<file path="src/rtl/mips_pkg.sv">
// rtl/mips_pkg.sv - shared state, opcode and select encodings for the multicycle MIPS control path
package mips_pkg;

    // Controller states; encodings 12-15 are unused and recover to S_FETCH.
    typedef enum logic [3:0] {
        S_FETCH  = 4'd0,
        S_DECODE = 4'd1,
        S_MEMADR = 4'd2,
        S_MEMRD  = 4'd3,
        S_MEMWB  = 4'd4,
        S_MEMWR  = 4'd5,
        S_EXEC   = 4'd6,
        S_ALUWB  = 4'd7,
        S_BRANCH = 4'd8,
        S_JUMP   = 4'd9,
        S_ADDIEX = 4'd10,
        S_ADDIWB = 4'd11
    } state_t;

    localparam logic [5:0] OP_RTYPE = 6'b000000;
    localparam logic [5:0] OP_LW    = 6'b100011;
    localparam logic [5:0] OP_SW    = 6'b101011;
    localparam logic [5:0] OP_BEQ   = 6'b000100;
    localparam logic [5:0] OP_J     = 6'b000010;
    localparam logic [5:0] OP_ADDI  = 6'b001000;

    // Shared with the ALU control decoder.
    localparam logic [1:0] ALUOP_ADD   = 2'b00;
    localparam logic [1:0] ALUOP_SUB   = 2'b01;
    localparam logic [1:0] ALUOP_FUNCT = 2'b10;

    localparam logic [1:0] ALUSRCB_B       = 2'b00;
    localparam logic [1:0] ALUSRCB_FOUR    = 2'b01;
    localparam logic [1:0] ALUSRCB_IMM     = 2'b10;
    localparam logic [1:0] ALUSRCB_IMM_SH2 = 2'b11;

    localparam logic [1:0] PCSRC_ALU    = 2'b00;
    localparam logic [1:0] PCSRC_ALUOUT = 2'b01;
    localparam logic [1:0] PCSRC_JUMP   = 2'b10;

endpackage

</file>
<file path="src/rtl/mips_multicycle_ctrl.sv">
// rtl/mips_multicycle_ctrl.sv - Moore main control FSM for the multicycle MIPS datapath
//
// Ports:
//   clk, reset      clock and synchronous active-high reset
//   op              opcode IR[31:26], looked at only in DECODE and MEMADR
//   mem_ready       memory handshake, looked at only in FETCH, MEMRD, MEMWR
//   PCWrite .. RegDst, PCSource, ALUSrcB, ALUOp   datapath strobes/selects
//   state           current state for debug
//   illegal_op      sticky unsupported-opcode flag, cleared only by reset
module mips_multicycle_ctrl
    import mips_pkg::*;
#(
    parameter logic [3:0] RST_STATE = 4'd0
) (
    input  logic       clk,
    input  logic       reset,
    input  logic [5:0] op,
    input  logic       mem_ready,
    output logic       PCWrite,
    output logic       PCWriteCond,
    output logic       IorD,
    output logic       MemRead,
    output logic       MemWrite,
    output logic       MemtoReg,
    output logic       IRWrite,
    output logic       ALUSrcA,
    output logic       RegWrite,
    output logic       RegDst,
    output logic [1:0] PCSource,
    output logic [1:0] ALUSrcB,
    output logic [1:0] ALUOp,
    output logic [3:0] state,
    output logic       illegal_op
);

    state_t state_q;
    state_t state_d;
    logic   set_illegal;

    always_ff @(posedge clk) begin
        if (reset) begin
            state_q    <= state_t'(RST_STATE);
            illegal_op <= 1'b0;
        end else begin
            state_q <= state_d;
            if (set_illegal) begin
                illegal_op <= 1'b1;
            end
        end
    end

    assign state = state_q;

    always_comb begin
        state_d     = S_FETCH;
        set_illegal = 1'b0;
        case (state_q)
            S_FETCH:  state_d = mem_ready ? S_DECODE : S_FETCH;
            S_DECODE: begin
                case (op)
                    OP_LW, OP_SW: state_d = S_MEMADR;
                    OP_RTYPE:     state_d = S_EXEC;
                    OP_BEQ:       state_d = S_BRANCH;
                    OP_J:         state_d = S_JUMP;
                    OP_ADDI:      state_d = S_ADDIEX;
                    default: begin
                        state_d     = S_FETCH;
                        set_illegal = 1'b1;
                    end
                endcase
            end
            S_MEMADR: state_d = (op == OP_LW) ? S_MEMRD : S_MEMWR;
            S_MEMRD:  state_d = mem_ready ? S_MEMWB : S_MEMRD;
            S_MEMWB:  state_d = S_FETCH;
            S_MEMWR:  state_d = mem_ready ? S_FETCH : S_MEMWR;
            S_EXEC:   state_d = S_ALUWB;
            S_ALUWB:  state_d = S_FETCH;
            S_BRANCH: state_d = S_FETCH;
            S_JUMP:   state_d = S_FETCH;
            S_ADDIEX: state_d = S_ADDIWB;
            S_ADDIWB: state_d = S_FETCH;
            default:  state_d = S_FETCH;
        endcase
    end

    // Reset masks every strobe combinationally so an aborted store never writes.
    always_comb begin
        PCWrite     = 1'b0;
        PCWriteCond = 1'b0;
        IorD        = 1'b0;
        MemRead     = 1'b0;
        MemWrite    = 1'b0;
        MemtoReg    = 1'b0;
        IRWrite     = 1'b0;
        ALUSrcA     = 1'b0;
        RegWrite    = 1'b0;
        RegDst      = 1'b0;
        PCSource    = PCSRC_ALU;
        ALUSrcB     = ALUSRCB_B;
        ALUOp       = ALUOP_ADD;
        if (!reset) begin
            case (state_q)
                S_FETCH: begin
                    MemRead = 1'b1;
                    ALUSrcB = ALUSRCB_FOUR;
                    IRWrite = mem_ready;
                    PCWrite = mem_ready;
                end
                S_DECODE: ALUSrcB = ALUSRCB_IMM_SH2;
                S_MEMADR: begin
                    ALUSrcA = 1'b1;
                    ALUSrcB = ALUSRCB_IMM;
                end
                S_MEMRD: begin
                    MemRead = 1'b1;
                    IorD    = 1'b1;
                end
                S_MEMWB: begin
                    RegWrite = 1'b1;
                    MemtoReg = 1'b1;
                end
                S_MEMWR: begin
                    MemWrite = 1'b1;
                    IorD     = 1'b1;
                end
                S_EXEC: begin
                    ALUSrcA = 1'b1;
                    ALUOp   = ALUOP_FUNCT;
                end
                S_ALUWB: begin
                    RegWrite = 1'b1;
                    RegDst   = 1'b1;
                end
                S_BRANCH: begin
                    ALUSrcA     = 1'b1;
                    ALUOp       = ALUOP_SUB;
                    PCWriteCond = 1'b1;
                    PCSource    = PCSRC_ALUOUT;
                end
                S_JUMP: begin
                    PCWrite  = 1'b1;
                    PCSource = PCSRC_JUMP;
                end
                S_ADDIEX: begin
                    ALUSrcA = 1'b1;
                    ALUSrcB = ALUSRCB_IMM;
                end
                S_ADDIWB: RegWrite = 1'b1;
                default: ;
            endcase
        end
    end

endmodule

</file>
<file path="config.mk">
export PLATFORM = sky130hd
export DESIGN_NAME = mips_multicycle_ctrl
export DESIGN_NICKNAME = d
export VERILOG_FILES = /design/src/rtl/mips_pkg.sv /design/src/rtl/mips_multicycle_ctrl.sv
export SDC_FILE = /design/constraint.sdc
export NUM_CORES = 1
export LEC_CHECK = 0
export CORE_MARGIN = 10
export CORE_UTILIZATION = 40
export CTS_CLUSTER_SIZE = 8
export DETAILED_ROUTE_END_ITERATION = 6
export PLACE_DENSITY = 0.87
export SLEW_MARGIN = 0
export SYNTH_ARGS = -nofsm -noshare
export SYNTH_HDL_FRONTEND = slang
export SYNTH_SLANG_ARGS = --single-unit
</file>
<file path="constraint.sdc">
create_clock -name clk -period 1.4 [get_ports clk]
set_input_delay 0.14 -clock clk [delete_from_list [all_inputs] [get_ports clk]]
set_output_delay 0.14 -clock clk [all_outputs]
set_load 0.005 [all_outputs]
</file>
==> results of run 1 <==
==> flip-flops by register name, summed over array words and instances (netlist names) <==
| signal | cells |
|---|---|
| illegal_op | 1 |
| state | 4 |
==> per-stage QoR <==
stage	total power (µW)	std cells	setup TNS, ps
6_report	578	169	-294
2_1_floorplan	248	95	0
5_1_grt	616	169	-766
4_1_cts	555	167	-580
3_3_place_gp	365	159	-5270
3_5_place_dp	374	159	-6060
==> worst max-delay path by stage <==
stage	from	endpoint	slack [ps]	cells past startpoint
after global placement	reset	IorD	-370	4
after CTS	state[0]$_SDFF_PP0_	PCWrite	-140	5
after floorplan	state[1]$_SDFF_PP0_	PCSource[0]	50	4
final	state[0]$_SDFF_PP0_	state[0]$_SDFF_PP0_	-90	7
after global routing	state[3]$_SDFF_PP0_	RegWrite	-130	4
after detailed placement	reset	MemWrite	-410	4
==> what timing repair did <==
item                       CTS  global route
pin swaps                    7             6
resized for setup           85            23
setup endpoints to repair   23            16
buffers inserted             4             2
==> power breakdown <==
part	switching [µW]	internal (µW)	leakage, µW
Sequential	9.00	144	0.0000438
Combinational	122	135	0.000502
Clock	60.8	108	0.0000150
==> final cells by class <==
class | instances | area [µm²] | share of cell area [%]
Tap cell | 16 | 20.0 | 1.54
Sequential cell | 5 | 115 | 8.85
Multi-Input combinational cell | 79 | 627 | 48.2
Timing Repair Buffer | 65 | 513 | 39.4
Clock buffer | 4 | 26.3 | 2.02
==> routing by layer <==
layer	share of wire (%)	global-route usage, %	up-vias
met4	5.0	7.52	0
met1	36	15.5	499
met5	0	0	-
met3	8.7	3.34	22
li1	-	-	469
met2	50	26.9	73
==> cell usage in the layout (no fill, tap or decap), types with 4 or more instances in the layout <==
cell             Yosys  routed
nor2_1              14       9
dfxtp_4              0       4
nand2_1              6       5
buf_6                0       7
dlygate4sd2_1        0       5
buf_2                7      15
buf_4                3      28
a21oi_1              6       6
nand2b_4             1       4
nor4_1               7       4
clkdlybuf4s50_1      0       8
==> logic make-up after synthesis <==
logic type / after synthesis / synth area share, %
and+or+nand+nor: 55 / 48.1
AOI/OAI and AO/OA: 21 / 23.5
buffers and inverters: 11 / 9.28
DFF: 5 / 15.2
xor gates and xnor gates: 3 / 3.98
==> worst register-to-register path, stage by stage (launching register included) <==
cell	delay (ps)
dfxtp_4	360
buf_6	120
buf_4	130
nand2b_4	150
buf_6	120
a211oi_4	220
nor2_2	90
a21oi_1	190
==> metrics.txt, run 1 <==
CTS H-tree depth=1; synth-to-layout area growth=97.0%; ys async rst share=0%; Mapped Area=661 µm²; status=finished, violations left; Final min period=1490 ps; count leader, synth=nor2_1; Worst slew margin=72.6%; leading post-synthesis cells by cell area=dfxtp_1, nor2_1, nor4_1, buf_2, nand2b_1; FF-to-FF End=state[0]$_SDFF_PP0_; via count=1063; first-pass GRT wire length=4390 µm; worst-path cell chain=buf_6 -> buf_4 -> nand2b_4 -> buf_6 -> a211oi_4 -> nor2_2 -> a21oi_1; fraction of layout cells with a size suffix above 1=56.2%; Worst EP required=1540 ps; number of antenna diodes=0; cell class contributing the biggest share of worst-path delay=compound AO/OA/AOI/OAI gates; failing checks=setup timing; largest net degree at the start of global routing=13; Buf/Inv on CP=3; Setup crit start kind=register; NumNets Final=163; Core Area=0.00154 mm²; Final ANT Viol Nets=0; Clk Tree Root Cell=clkbuf_4; register clock-pin slew on the reported worst setup and hold paths=40 ps; CP most frequent cell=buf_6; clk_skew=8.67 ps; max-slew violation count=0; Worst R2R Setup Slack=-90 ps; Place WS=-413 ps; CP peak stage delay=360 ps; min-delay worst type=register to register; total track usage=14.8%; # IOs=30; Max Freq=673 MHz; initial antenna violation count=0; Post-synth EDFFs=0; Vias/cell=6.29; Post-synth top flop=dfxtp_1; Pwr per Cell Area=444 mW/mm²; cts bufs inserted=3; GRT Residual Overflow=0; dpl cell area=0.00115 mm²; fin crit share=106%; crit path DAT=1630 ps; final instance area=0.00130 mm²; Critical Path End Type=register; largest area contributor in the netlist=dfxtp_1; Distinct cells, synth=36; Max-cap violations=0; CTS tree=built; DR pass1 iterations=4; sequential area share after synthesis=15.2%; height of the die=60.6 µm; Synthesis Warnings=0; Die X=60.6 µm; hold path depth=2; wire per inst=19.1 µm; clk buf depth=2; Post-Synthesis Net Count=104; maximum fanout along the worst path=4; die area=0.00368 mm²; Post-Synthesis Cells=95; row count=14; Mean Syn Cell Area=6.95 µm²; DRC violations left=0; top cell type's share of synthesized area=15.2%; Crit Path Class=register to register; Hold Crit Start=illegal_op$_SDFFE_PP0P_; fin util=84.4%; Synth top cells by count=nor2_1, buf_2, nor4_1; Post-CTS Hold Buffers=0; R2R Path Start=state[0]$_SDFF_PP0_; setup violators final=8; Lkg Pwr=0.000561 µW; Worst R2R Path Depth=7; Worst-Skew Late Latency=240 ps; Sink Count=5; Yosys reg bits=5; Worst Hold Margin=573 ps; RSZ-0062 raised after global routing=yes; vias in the first global route=1004; Iteration-0 DRC Markers=55; number of fill cells=93; Detailed Route WL=3230 µm; slew of the pin with the lowest slew margin=411 ps; GP Congestion=0.922; Critical-path top delay cell=dfxtp_4; final-report hold violation count=0; PnR worst setup slack=-85.1 ps; Worst Hold End=illegal_op$_SDFFE_PP0P_; hpwl dp=1990 µm; Initial Util=42.9%; Port Buf Inserts=29; peak supply drop=0.000544 V
No activity file was read; power rests on OpenSTA's default activity.
==> inputs of run 2 (changes only) <==
- CAP_MARGIN: unset -> 20
- REMOVE_ABC_BUFFERS: unset -> 1
==> metrics.txt, run 2 (same netlist as run 1, synthesis figures left out) <==
Worst R2R Setup Slack=-20 ps (was -90 ps); Core Area=0.00154 mm² (unchanged); hpwl dp=1980 µm (was 1990 µm); PnR worst setup slack=-133 ps (was -85.1 ps); die area=0.00368 mm² (unchanged); Initial Util=42.9% (unchanged); vias in the first global route=888 (was 1004); max reg flops=4 (unchanged); Clk network pwr share=29.1% (was 29.2%); Max-cap violations=0 (unchanged); final-report hold violation count=0 (unchanged); row count=14 (unchanged); fin crit share=110% (was 106%); Worst EP required=1260 ps (was 1540 ps); final instance area=0.00135 mm² (was 0.00130 mm²); GRT Residual Overflow=0 (unchanged); Setup crit start kind=register (unchanged); Met2 Wirelength=1750 µm (was 1610 µm); failing checks=setup timing (unchanged); Clk Tree Root Cell=clkbuf_4 (unchanged); CTS H-tree depth=1 (unchanged); met1 WL=1320 µm (was 1180 µm); wire per inst=20.6 µm (was 19.1 µm); Sink Count=5 (unchanged); dpl cell area=0.00112 mm² (was 0.00115 mm²); Detailed Route WL=3400 µm (was 3230 µm); maximum fanout along the worst path=8 (was 4); NumNets Final=159 (was 163); Sw Pwr=200 µW (was 192 µW); peak supply drop=0.000556 V (was 0.000544 V); CTS tree=built (unchanged); largest net degree at the start of global routing=14 (was 13); Non-Filler Instances=165 (was 169); Final min period=1530 ps (was 1490 ps); clk_skew=7.68 ps (was 8.67 ps); Buf/Inv on CP=2 (was 3); number of fill cells=72 (was 93); # IOs=30 (unchanged); Iteration-0 DRC Markers=39 (was 55); Vias/cell=6.03 (was 6.29); worst-path cell chain=buf_12 -> nor3b_2 -> a21oi_1 -> nor4_1 -> buf_2 (was buf_6 -> buf_4 -> nand2b_4 -> buf_6 -> a211oi_4 -> nor2_2 -> a21oi_1); register clock-pin slew on the reported worst setup and hold paths=50 ps (was 40 ps); top sig layer=met4 (unchanged); Met3 Routed Length=238 µm (was 281 µm); P_int=391 µW (was 387 µW); Final ANT Viol Nets=0 (unchanged); Critical-path top delay cell=dfxtp_4 (unchanged); Port Buf Inserts=29 (unchanged); initial antenna violation count=0 (unchanged); RSZ-0062 raised after global routing=yes (unchanged); setup violators final=11 (was 8); DRC violations left=0 (unchanged); fraction of layout cells with a size suffix above 1=57.7% (was 56.2%); min-delay worst type=register to register (unchanged); slew of the pin with the lowest slew margin=395 ps (was 411 ps); Critical Path End Type=output pin (was register); CP peak stage delay=360 ps (about the same); Die X=60.6 µm (unchanged); Worst slew margin=73.3% (was 72.6%); Pwr per Cell Area=439 mW/mm² (was 444 mW/mm²); clk buf depth=2 (unchanged); synth-to-layout area growth=104% (was 97.0%); Worst-Skew Late Latency=250 ps (was 240 ps); first-pass GRT wire length=4330 µm (was 4390 µm); cts bufs inserted=3 (unchanged); number of antenna diodes=0 (unchanged); GP Congestion=0.852 (was 0.922); Post-CTS Hold Buffers=0 (unchanged); cell class contributing the biggest share of worst-path delay=simple AND/OR/NAND/NOR gates (was compound AO/OA/AOI/OAI gates); placed cells=156 (was 159); DR pass1 iterations=4 (unchanged); Crit Path Class=register to output pin (was register to register); crit path DAT=1390 ps (was 1630 ps); Total Power=592 µW (was 578 µW); max-slew violation count=0 (unchanged); commonest cells after routing, fill and taps aside=buf_2, buf_4, buf_6 (was buf_4, buf_2, nor2_1); Max Freq=652 MHz (was 673 MHz); total track usage=14.7% (was 14.8%); status=finished, violations left (unchanged); height of the die=60.6 µm (unchanged); Lkg Pwr=0.000565 µW (was 0.000561 µW); via count=995 (was 1063); Sequential Power Share=25.3% (was 26.5%); combinational cell fraction of total power=45.5% (was 44.4%); net switching fraction of the power=33.9% (was 33.2%)
-- run 2: cell types whose count changed in the layout (fill, tap and decap cells not counted), sizes merged --
| cell | before | now |
|---|---|---|
| buf | 51 | 48 |
| clkdlybuf4s50 | 8 | 9 |
| clkbuf | 5 | 4 |
| dlygate4sd2 | 5 | 4 |
-- run 2: layout make-up --
type / count / area [µm²] / share of cell area (%)
clock buffers: 4 / 26.3 / 1.95
multi-input cells: 79 / 664 / 49.3
flip-flops and latches: 5 / 115 / 8.54
well taps: 16 / 20.0 / 1.49
repair buffers: 61 / 522 / 38.7
-- run 2: per-stage QoR --
step	hold WS, ps	utilization, %	setup TNS [ps]	setup slack [ps]
floorplan	212	-	-31.0	-31.0
global placement	483	73.0	-4600	-325
detailed placement	487	73.0	-5070	-358
CTS	500	80.8	-170	-109
global route	587	87.4	-1340	-193
finish	507	87.4	-541	-133
-- run 2: routing by layer --
| metal | GRT usage [%] | vias up |
|---|---|---|
| met5 | 0 | - |
| met4 | 2.51 | 0 |
| met3 | 4.38 | 10 |
| met2 | 26.3 | 59 |
| met1 | 16.9 | 473 |
| li1 | - | 453 |
-- run 2: what timing repair did --
action                                  CTS  global route
gates resized for setup                 107            18
endpoints found under the setup margin   22            15
setup buffers                             3             3
pin swaps                                 5             9
-- run 2: power groups by stage --
stage	registers (µW)	logic (µW)	clock network, µW
global placement	161	201	0
floorplan	168	62.7	0
CTS	149	229	178
finish	150	269	172
detailed placement	161	207	0
global route	150	286	185
-- run 2: worst min-delay path, stage by stage (launching register included) --
cell	delay, ps
dfxtp_1	330
a31oi_1	50
nor2_1	80
-- run 2: worst paths after layout --
path,to,startpoint,cells past startpoint
worst max-delay path,PCWrite,state[3]$_SDFF_PP0_,5
worst min-delay path,illegal_op$_SDFFE_PP0P_,illegal_op$_SDFFE_PP0P_,2
worst min register to register,illegal_op$_SDFFE_PP0P_,illegal_op$_SDFFE_PP0P_,2
worst max register to register,state[2]$_SDFF_PP0_,state[1]$_SDFF_PP0_,5
